<file path="src/rtl/fft_pkg.sv">
// fft_pkg: shared state type, complex pack/unpack helpers and twiddle format for fft_iter.
package fft_pkg;
    typedef enum logic [1:0] {IDLE, COMPUTE, DONE} state_t;
    localparam int CMAX = 64;
    localparam int TW_INT_BITS = 2;
    localparam real PI = 3.14159265358979323846;
    typedef logic [CMAX-1:0] cplx_t;
    typedef logic signed [CMAX/2-1:0] half_t;

    // Twiddles are Q1.(h-2): +1.0 is 2^tw_frac(h).
    function automatic int tw_frac(input int h);
        return h - TW_INT_BITS;
    endfunction

    function automatic half_t c_re(input cplx_t x, input int h);
        half_t r;
        r = half_t'(x >> h);
        return (r <<< (CMAX / 2 - h)) >>> (CMAX / 2 - h);
    endfunction

    function automatic half_t c_im(input cplx_t x, input int h);
        half_t r;
        r = half_t'(x);
        return (r <<< (CMAX / 2 - h)) >>> (CMAX / 2 - h);
    endfunction

    function automatic cplx_t c_pack(input half_t re, input half_t im, input int h);
        cplx_t m;
        m = (cplx_t'(1) << h) - cplx_t'(1);
        return ((cplx_t'(re) & m) << h) | (cplx_t'(im) & m);
    endfunction

    function automatic int bitrev(input int i, input int bits);
        int r;
        r = 0;
        for (int b = 0; b < bits; b++) r = r | (((i >> b) & 1) << (bits - 1 - b));
        return r;
    endfunction
endpackage

</file>
<file path="src/rtl/fft_iter_if.sv">
// fft_iter_if: parallel sample/result bus with start/done handshake for fft_iter.
interface fft_iter_if #(
    parameter int LOG2N = 2,
    parameter int WIDTH = 32
);
    localparam int N = 1 << LOG2N;
    logic [WIDTH-1:0] samples [0:N-1];
    logic start;
    logic inverse;
    logic [WIDTH-1:0] frequencies [0:N-1];
    logic done;
    logic busy;
    modport master (output samples, start, inverse, input frequencies, done, busy);
    modport slave (input samples, start, inverse, output frequencies, done, busy);
endinterface

</file>
<file path="src/rtl/fft_twiddle_rom.sv">
// fft_twiddle_rom: cos/sin of 2*pi*idx/N in Q1.(H-2), tabulated at elaboration.
module fft_twiddle_rom
    import fft_pkg::*;
#(
    parameter int LOG2N = 2,
    parameter int H = 16
) (
    input  logic [LOG2N-2:0]    idx_i,
    output logic signed [H-1:0] cos_o,
    output logic signed [H-1:0] sin_o
);
    localparam int N = 1 << LOG2N;
    localparam real ONE = 2.0 ** tw_frac(H);
    logic signed [H-1:0] cos_t [0:N/2-1];
    logic signed [H-1:0] sin_t [0:N/2-1];
    for (genvar i = 0; i < N / 2; i++) begin : g_tab
        localparam real ANG = 2.0 * PI * i / N;
        assign cos_t[i] = H'($rtoi($floor($cos(ANG) * ONE + 0.5)));
        assign sin_t[i] = H'($rtoi($floor($sin(ANG) * ONE + 0.5)));
    end
    assign cos_o = cos_t[idx_i];
    assign sin_o = sin_t[idx_i];
endmodule

</file>
<file path="src/rtl/fft_iter.sv">
// fft_iter: iterative in-place radix-2 DIT FFT/IFFT, one time-shared butterfly per clock.
module fft_iter
    import fft_pkg::*;
#(
    parameter int LOG2N = 2,
    parameter int WIDTH = 32,
    parameter int SCALE = 0
) (
    input  logic      clk,
    input  logic      reset_n,
    fft_iter_if.slave io
);
    localparam int N = 1 << LOG2N;
    localparam int H = WIDTH / 2;
    localparam int KW = LOG2N - 1;
    localparam int FRAC = tw_frac(H);
    localparam int P = 2 * H + 2;
    localparam logic signed [P-1:0] RND = P'(1) <<< (FRAC - 1);
    localparam logic [KW-1:0] K_LAST = KW'(N / 2 - 1);
    localparam logic [3:0] S_LAST = 4'(LOG2N - 1);

    state_t state_q;
    logic [WIDTH-1:0] buf_q [0:N-1];
    logic [3:0] stage_q;
    logic [KW-1:0] k_q;
    logic inv_q, done_q, busy_q;

    int s;
    logic [LOG2N-1:0] kk, mask, p, q;
    logic [KW-1:0] tw_idx;
    logic signed [H-1:0] tw_cos, tw_sin;
    logic [WIDTH-1:0] a, b, bfp_d, bfq_d;
    logic signed [H-1:0] a_re, a_im, b_re, b_im, w_re, w_im;
    logic signed [P-1:0] prod_re, prod_im;
    logic signed [H:0] t_re, t_im;
    logic [H:0] s_re, s_im, d_re, d_im;

    // p is k with a zero bit inserted at position s; q sets that bit.
    always_comb begin
        s = int'(stage_q);
        kk = {1'b0, k_q};
        mask = LOG2N'((1 << s) - 1);
        p = ((kk & ~mask) << 1) | (kk & mask);
        q = p | (LOG2N'(1) << s);
        tw_idx = KW'((kk & mask) << (LOG2N - 1 - s));
    end

    fft_twiddle_rom #(.LOG2N(LOG2N), .H(H)) u_rom (
        .idx_i(tw_idx),
        .cos_o(tw_cos),
        .sin_o(tw_sin)
    );

    always_comb begin
        a = buf_q[p];
        b = buf_q[q];
        a_re = H'(c_re(CMAX'(a), H));
        a_im = H'(c_im(CMAX'(a), H));
        b_re = H'(c_re(CMAX'(b), H));
        b_im = H'(c_im(CMAX'(b), H));
        w_re = tw_cos;
        w_im = inv_q ? tw_sin : -tw_sin;
        prod_re = P'(b_re) * P'(w_re) - P'(b_im) * P'(w_im) + RND;
        prod_im = P'(b_re) * P'(w_im) + P'(b_im) * P'(w_re) + RND;
        t_re = (H+1)'(prod_re >>> FRAC);
        t_im = (H+1)'(prod_im >>> FRAC);
        s_re = {a_re[H-1], a_re} + t_re;
        s_im = {a_im[H-1], a_im} + t_im;
        d_re = {a_re[H-1], a_re} - t_re;
        d_im = {a_im[H-1], a_im} - t_im;
        bfp_d = WIDTH'(c_pack(half_t'(SCALE != 0 ? s_re[H:1] : s_re[H-1:0]),
                              half_t'(SCALE != 0 ? s_im[H:1] : s_im[H-1:0]), H));
        bfq_d = WIDTH'(c_pack(half_t'(SCALE != 0 ? d_re[H:1] : d_re[H-1:0]),
                              half_t'(SCALE != 0 ? d_im[H:1] : d_im[H-1:0]), H));
    end

    always_ff @(posedge clk or negedge reset_n) begin
        if (!reset_n) begin
            state_q <= IDLE;
            stage_q <= '0;
            k_q <= '0;
            inv_q <= 1'b0;
            done_q <= 1'b0;
            busy_q <= 1'b0;
            for (int i = 0; i < N; i++) buf_q[i] <= '0;
        end else begin
            case (state_q)
                IDLE: if (io.start) begin
                    for (int i = 0; i < N; i++) buf_q[LOG2N'(bitrev(i, LOG2N))] <= io.samples[i];
                    inv_q <= io.inverse;
                    stage_q <= '0;
                    k_q <= '0;
                    done_q <= 1'b0;
                    busy_q <= 1'b1;
                    state_q <= COMPUTE;
                end
                COMPUTE: begin
                    buf_q[p] <= bfp_d;
                    buf_q[q] <= bfq_d;
                    k_q <= k_q == K_LAST ? '0 : k_q + KW'(1);
                    if (k_q == K_LAST && stage_q == S_LAST) begin
                        state_q <= DONE;
                        busy_q <= 1'b0;
                        done_q <= 1'b1;
                    end else if (k_q == K_LAST) begin
                        stage_q <= stage_q + 4'd1;
                    end
                end
                DONE: if (!io.start) state_q <= IDLE;
                default: state_q <= IDLE;
            endcase
        end
    end

    assign io.frequencies = buf_q;
    assign io.done = done_q;
    assign io.busy = busy_q;
endmodule

</file>
<file path="src/flat_wrapper.sv">
// flat-port wrapper written by rule: the top's interface ports become plain ports
module fft_iter_flat import fft_pkg::*;
#(
    parameter int LOG2N = 2,
    parameter int WIDTH = 32,
    parameter int SCALE = 0
)
  (clk, reset_n, io_samples, io_start, io_inverse, io_frequencies, io_done, io_busy);
  fft_iter_if #(.LOG2N(LOG2N), .WIDTH(WIDTH)) io_i ();
  input  logic clk;
  input  logic reset_n;
  input wire logic [$bits(io_i.samples)-1:0] io_samples;
  input wire logic [$bits(io_i.start)-1:0] io_start;
  input wire logic [$bits(io_i.inverse)-1:0] io_inverse;
  output wire logic [$bits(io_i.frequencies)-1:0] io_frequencies;
  output wire logic [$bits(io_i.done)-1:0] io_done;
  output wire logic [$bits(io_i.busy)-1:0] io_busy;
  assign io_i.samples = {>>{io_samples}};
  assign io_i.start = io_start;
  assign io_i.inverse = io_inverse;
  assign io_frequencies = {>>{io_i.frequencies}};
  assign io_done = io_i.done;
  assign io_busy = io_i.busy;
  fft_iter #(.LOG2N(LOG2N), .WIDTH(WIDTH), .SCALE(SCALE)) u_core (.clk(clk), .reset_n(reset_n), .io(io_i));
endmodule
</file>
<file path="config.mk">
export PLATFORM = sky130hd
export DESIGN_NAME = fft_iter_flat
export DESIGN_NICKNAME = d
export VERILOG_FILES = /design/src/rtl/fft_pkg.sv /design/src/rtl/fft_iter_if.sv /design/src/rtl/fft_twiddle_rom.sv /design/src/rtl/fft_iter.sv /design/src/flat_wrapper.sv
export SDC_FILE = /design/constraint.sdc
export NUM_CORES = 1
export LEC_CHECK = 0
export CORE_MARGIN = 5
export CORE_UTILIZATION = 30
export CTS_CLUSTER_SIZE = 8
export DETAILED_ROUTE_END_ITERATION = 16
export PLACE_DENSITY_LB_ADDON = 0.12
export SYNTH_ARGS = -nofsm -noshare
export SYNTH_HDL_FRONTEND = slang
export SYNTH_SLANG_ARGS = --single-unit
</file>
<file path="constraint.sdc">
create_clock -name clk -period 11.06 [get_ports clk]
set_input_delay 2.212 -clock clk [delete_from_list [all_inputs] [get_ports clk]]
set_output_delay 2.212 -clock clk [all_outputs]
set_load 0.02 [all_outputs]
</file>
# Word-level counts from Yosys, hierarchy flattened
# Cells that the tools add are included.
[totals]
register_bits = 138
inputBits = 132
output_inout_bits = 130
elab_cells = 100
[classes]
add_sub_neg = 13
multipliers = 4
order_cmp = 5
eq_ne = 8
shifts = 3
mux = 37
n_bitwise = 10
reduce_logical = 10
[op_table]
columns = ["op", "n"]
rows = [
  ["$bwmux 128", 2],
  ["$mux 32", 6],
  ["$bmux 32 s2", 2],
  ["$demux 32 s2", 2],
  ["$pmux 64 s2", 1],
  ["$mul 16x16->30", 4],
  ["$mux 16", 5],
  ["$mux 64", 1],
  ["$or 32x16->32", 2],
  ["$add 30x15->30 const B", 2],
  ["$add 16x16->16", 2],
  ["$shl 2x32->1", 1],
  ["$sub 16x16->16", 2],
  ["$add 30x30->30", 1],
  ["$mux 15", 2],
  ["$sub 30x30->30", 1],
  ["$neg 16->16", 1],
  ["$mux 4", 3],
  ["$pmux 4 s2", 1],
  ["$shl 1x4->2 const A", 2],
  ["$ge 3x3->1 const B", 2],
  ["$lt 3x1->1 const B", 2],
  ["$mux 2", 3],
  ["$ne 2x2->1 const B", 3],
  ["24 further kinds", 37],
]

# Depth between registers and ports, before layout
[depth]
word_depth = 18
ltp_mapped = 40
ltp_nobuf = 36

# Hierarchy
# A second synthesis with hierarchy kept.
[hier_totals]
hier_cells = 5532
hier_area_um2 = 48426.4
[modules_own_cells]
columns = ["mod", "instances", "cells_per_inst", "area_each_um2", "seq_area_each_um2"]
rows = [
  ["fft_iter", 1, 5499, 48186.2, 3453.3],
  ["fft_twiddle_rom", 1, 33, 240.2, 0.0],
]

# Worst setup path before layout
# No wires, ideal clock.
[synth_timing]
path_kind = "register to register"
start = "register u_core.stage_q[2]"
end = "register u_core.buf_q (netlist bit u_core.io.frequencies[95])"
setup_time_ns = 0.129
t_arrival_ns = 8.309
required_time_ns = 10.931
setup_slack_ns = 2.622
stages_incl_launch_ff = 36
path_buffers = 5
synth_period_minus_slack_ns = 8.438
cell_sequence = "dfrtp_1 -> or3_1 -> buf_4 -> mux2i_4 -> buf_4 -> clkbuf_1 -> buf_1 -> o221ai_1 -> nor2_1 -> ha_1 -> xor2_1 -> ha_1 -> ha_1 -> fa_1 -> fa_1 -> inv_1 -> ha_1 -> ha_1 -> ha_1 -> a21boi_0 -> o21a_1 -> nor2_1 -> o21bai_1 -> a21oi_1 -> xnor2_1 -> ha_1 -> clkbuf_1 -> inv_1 -> o21a_1 -> or2_2 -> a2111oi_0 -> o211ai_1 -> o311ai_0 -> xnor3_1 -> a21oi_1 -> a21oi_1"
[synth_via]
elab_chain_cells = 18
elab_cells_between_ends = 48
cone_classes = "7 x add/sub; 2 x mul; 4 x order compare; 3 x shift; 20 x mux; 10 x bitwise; 2 x reduce/logical"
[synth_rtl]
columns = ["element", "line_no", "rtl"]
rows = [
  ["start: declaration", "fft_iter.sv:24", "logic [3:0] stage_q;"],
  ["start signal: assignment", "fft_iter.sv:106", "stage_q <= stage_q + 4'd1;"],
  ["$shl 1x4->2", "fft_iter.sv:42, fft_iter.sv:44", ""],
  ["$sub 2x2->2", "fft_iter.sv:42", "mask = LOG2N'((1 << s) - 1);"],
  ["$and 1x2->2 / $not 1->1 (equally long branches)", "fft_iter.sv:43, fft_iter.sv:45", ""],
  ["$shl 2x32->1 / $and 1x1->1 (equally long branches)", "fft_iter.sv:45, fft_iter.sv:43", ""],
  ["$not 1->2 (implied by the code) / $or 2x2->2 (equally long branches)", "fft_twiddle_rom.sv:21, fft_twiddle_rom.sv:22, fft_iter.sv:43", ""],
  ["$mux 15 (implied by the code) / $or 2x2->2 (equally long branches)", "fft_twiddle_rom.sv:22, fft_iter.sv:44", ""],
  ["$mux 16 (implied by the code) / $not 2->3 (equally long branches)", "fft_twiddle_rom.sv:22, fft_iter.sv:56, fft_iter.sv:99", ""],
  ["$mux 16 (implied by the code) / $bmux 32 s2 (equally long branches)", "fft_twiddle_rom.sv:22, fft_iter.sv:56", ""],
  ["[... 2 more ...]", "--", ""],
  ["$mul 16x16->30", "fft_iter.sv:63", "prod_re = P'(b_re) * P'(w_re) - P'(b_im) * P'(w_im) + RND;"],
  ["$sub 30x30->30", "fft_iter.sv:63", ""],
  ["$add 30x15->30", "fft_iter.sv:63", ""],
  ["$add 16x16->16", "fft_iter.sv:67", "s_re = {a_re[H-1], a_re} + t_re;"],
  ["$or 32x16->32", "fft_pkg.sv:30", "return ((cplx_t'(re) & m) << h) | (cplx_t'(im) & m);"],
  ["$bwmux 128", "fft_iter.sv:98", "buf_q[p] <= bfp_d;"],
  ["$bwmux 128 (*)", "fft_iter.sv:99", "buf_q[q] <= bfq_d;"],
  ["$pmux 64 s2 (*)", "fft_iter.sv:87", "case (state_q)"],
  ["end signal: indexed assignment", "fft_iter.sv:98", ""],
  ["end signal: indexed assignment", "fft_iter.sv:99", ""],
  ["end: declaration", "fft_iter.sv:23", "logic [WIDTH-1:0] buf_q [0:N-1];"],
]
# Every way passes the cells marked *; elsewhere a longest branch is shown, timed or not. The select of a mux whose other input is x is not followed.
# A chain may end at the register's enable or synchronous reset.

# Final worst setup path
# Same ends and word-level chain as after synthesis.

==> flow_metrics.tcl <==
set metrics [dict create \
    status "finished clean" \
    cp_slowest_stage_delay_ns 0.82 \
    grt_max_degree 90 \
    r2r_end "u_core.io.frequencies[95]$_DFFE_PN0P_" \
    synth_cell_types 73 \
    cts_tree "done" \
    dp.final_hpwl_um 47900 \
    clk_latency_ns 0.50 \
    synth_top_area_share_pct 21.1 \
    cp-end-kind "flop" \
    fp-row-count 85 \
    tightest_slew_ns 1.17 \
    cts_sinks 138 \
    startpoint_type "flop" \
    layout_commonest_cell "ha_1" \
    grt_pass1_vias 14900 \
    avgSynthCellArea_um2 8.14 \
    slew_headroom_pct 22.0 \
    finalSetupViolCount 0 \
    fp.dieW_um 244 \
    cp_num_buf_inv 3 \
    min_to "u_core.io.frequencies[31]$_DFFE_PN0P_" \
    synthCells 2013 \
    whs_ns 0.513 \
    hp-class "reg -> reg" \
    grt_pass1_wl_um 97700 \
    finalCritPeriodShare_pct 93.3 \
    area_growth_pct 20.2 \
    nNetsFinal 2583 \
    crit_cells 31 \
    clock_tree.buffer_depth 2 \
    fmax_mhz 96.9 \
    post_drt_wl_per_cell_um 23.0 \
    io_pins 262 \
    crit_path_top_delay_cell "a2111oi_0" \
    start_util_pct 30.4 \
    cpMostUsedCell "ha_1" \
    cp_data_arrival_time_ns 10.70 \
    rr_worst_depth 31 \
    hp-start "u_core.io.frequencies[31]$_DFFE_PN0P_" \
    htreeDepth 4 \
    path_delay_family "adder cells" \
    dieArea_mm2 0.0594 \
    rsz0062_at_grt "no" \
    place.gp.congestion 0.890 \
    max_cap_viol_count 0 \
    clk_pin_slew_ns 0.07 \
    drive_gt1_share_pct 5.35 \
    yosys_warnings 0 \
    finalMaxSlewViolations 0 \
    io_buffers 197 \
    diodes 0 \
    cts_setup_buffers 0 \
    critPathKind "reg -> reg" \
    synth.area.top_cells "dfrtp_1 (21%), ha_1 (21%), nor2_1 (4.9%)" \
    die_y_um 244 \
    synth-main-ff-cell "dfrtp_1" \
    cts_root_buffer "clkbuf_16" \
    core_mm2 0.0539 \
    syn_area_mm2 0.0164 \
    synth_edf_count 0 \
    postRouteAntennaNets 0 \
    first_pass_iters 5 \
    async_flop_share_pct 100 \
    ys_ff_latch 138 \
    route.detailed.drc 0 \
    cp_data_required_time_ns 11.44 \
    hold_viol_final 0 \
    grt_overflow 0 \
    r2r_slack_ns 0.74 \
    final_cell_mix "ha_1 (274), nor2_1 (212), clkdlybuf4s50_1 (196)" \
    finalCriticalPeriod_ns 10.32 \
    numCtsBuffers 17 \
    grt_antenna_before_repair 0 \
    synthesis.nets 2458 \
    grtUsageTotal_pct 21.7 \
    synth_top_cell_by_area "dfrtp_1" \
    setup_tns_ns 0 \
    cts_resized 0 \
    cp_max_fo 21 \
    drt_iter0_markers 976 \
    fin_skew_ns 0.0121 \
    rr_startpoint "u_core.stage_q[2]$_DFFE_PN0P_" \
    min_path_cells 2 \
    num_vias 15349 \
    ys_seq_area_share_pct 21.1 \
    vias_per_cell 5.39 \
    hold_buffers 0 \
    routed_wl_um 65400 \
]
through the flow:
step | instances | setup WS, ns | cell area (µm²) | utilization (%)
2_1_floorplan | 2013 | 2.62 | 16400 | -
3_3_place_gp | 2815 | 0.784 | 19100 | 35.3
3_5_place_dp | 2815 | 0.770 | 19100 | 35.3
4_1_cts | 2847 | 0.746 | 19700 | 36.5
5_1_grt | 2847 | 0.232 | 19700 | 36.5
6_report | 2847 | 0.743 | 19700 | 36.5
flip-flops by register name, indices dropped and copies added (netlist names):
signal	cells
u_core.inv_q	1
u_core.stage_q	4
u_core.io.busy	1
u_core.state_q	2
u_core.io.frequencies	128
u_core.k_q	1
u_core.io.done	1
worst register-to-register path: cells and delay by family, from the launching register on:
| family | cells | cell delay, ns |
|---|---|---|
| and+or+nand+nor | 4 | 1.56 |
| DFF | 1 | 0.46 |
| buffers and inverters | 3 | 0.49 |
| AOI/OAI and AO/OA | 11 | 2.89 |
| muxes | 1 | 0.75 |
| adders and majority gates | 9 | 3.41 |
| xor gates and xnor gates | 3 | 0.64 |
synthesized netlist by cell type, types with 7 or more instances:
cell type / n
ha_1: 274
nor2_1: 216
inv_1: 172
nand2_1: 163
a21oi_1: 154
o21ai_0: 148
dfrtp_1: 138
clkbuf_1: 98
xnor2_1: 90
mux2i_1: 43
fa_1: 39
o221ai_1: 29
nor2b_1: 28
o22ai_1: 28
nor3b_1: 23
o21bai_1: 23
nor3_1: 22
xor2_1: 22
a22oi_1: 20
and3_1: 20
buf_1: 19
a21o_1: 17
nand3_1: 17
a211oi_1: 15
a221oi_1: 13
nand2b_1: 13
o21a_1: 13
o211ai_1: 12
a31oi_1: 11
or2_2: 11
a221o_1: 10
o221a_2: 10
and2_1: 7
or3_1: 7
cell families (layout without fill, tap and decap cells):
family,count (synthesis),after routing,synth area share (%)
AOI/OAI and AO/OA,559,559,21.9
xor gates and xnor gates,116,116,6.47
adders and majority gates,313,313,25.7
buffers and inverters,294,432,6.80
DFF,138,138,21.1
muxes,48,48,3.04
other,1,1,0.0229
and+or+nand+nor,544,544,15.0
routing by layer:
| layer | up-vias | part of all wire [%] | track usage [%] |
|---|---|---|---|
| met5 | - | 0 | 0 |
| met4 | 0 | 1.9 | 5.69 |
| met3 | 60 | 5.2 | 3.66 |
| met2 | 410 | 44 | 33.9 |
| met1 | 7534 | 48 | 31.1 |
| li1 | 7345 | - | - |
worst max path at each step:
stage / startpoint / end / slack [ns]
final: u_core.stage_q[2]$_DFFE_PN0P_ / u_core.io.frequencies[95]$_DFFE_PN0P_ / 0.74
after global routing: u_core.stage_q[2]$_DFFE_PN0P_ / u_core.io.frequencies[95]$_DFFE_PN0P_ / 0.23
after CTS: u_core.stage_q[2]$_DFFE_PN0P_ / u_core.io.frequencies[95]$_DFFE_PN0P_ / 0.75
after detailed placement: u_core.stage_q[2]$_DFFE_PN0P_ / u_core.io.frequencies[95]$_DFFE_PN0P_ / 0.77
after global placement: u_core.stage_q[2]$_DFFE_PN0P_ / u_core.io.frequencies[95]$_DFFE_PN0P_ / 0.78
after floorplan: u_core.stage_q[2]$_DFFE_PN0P_ / u_core.io.frequencies[95]$_DFFE_PN0P_ / 2.62
area by class of cell:
class | instances | area [µm²]
Clock inverter | 13 | 190
Fill cell | 5600 | 34200
Tap cell | 696 | 871
Inverter | 172 | 646
Sequential cell | 138 | 3460
Clock buffer | 19 | 453
Timing Repair Buffer | 228 | 2210
Multi-Input combinational cell | 1581 | 11900
Power is left out: the tool's default activity adds up to more than one toggle a clock period on the data nets, which glitch-free logic cannot reach.
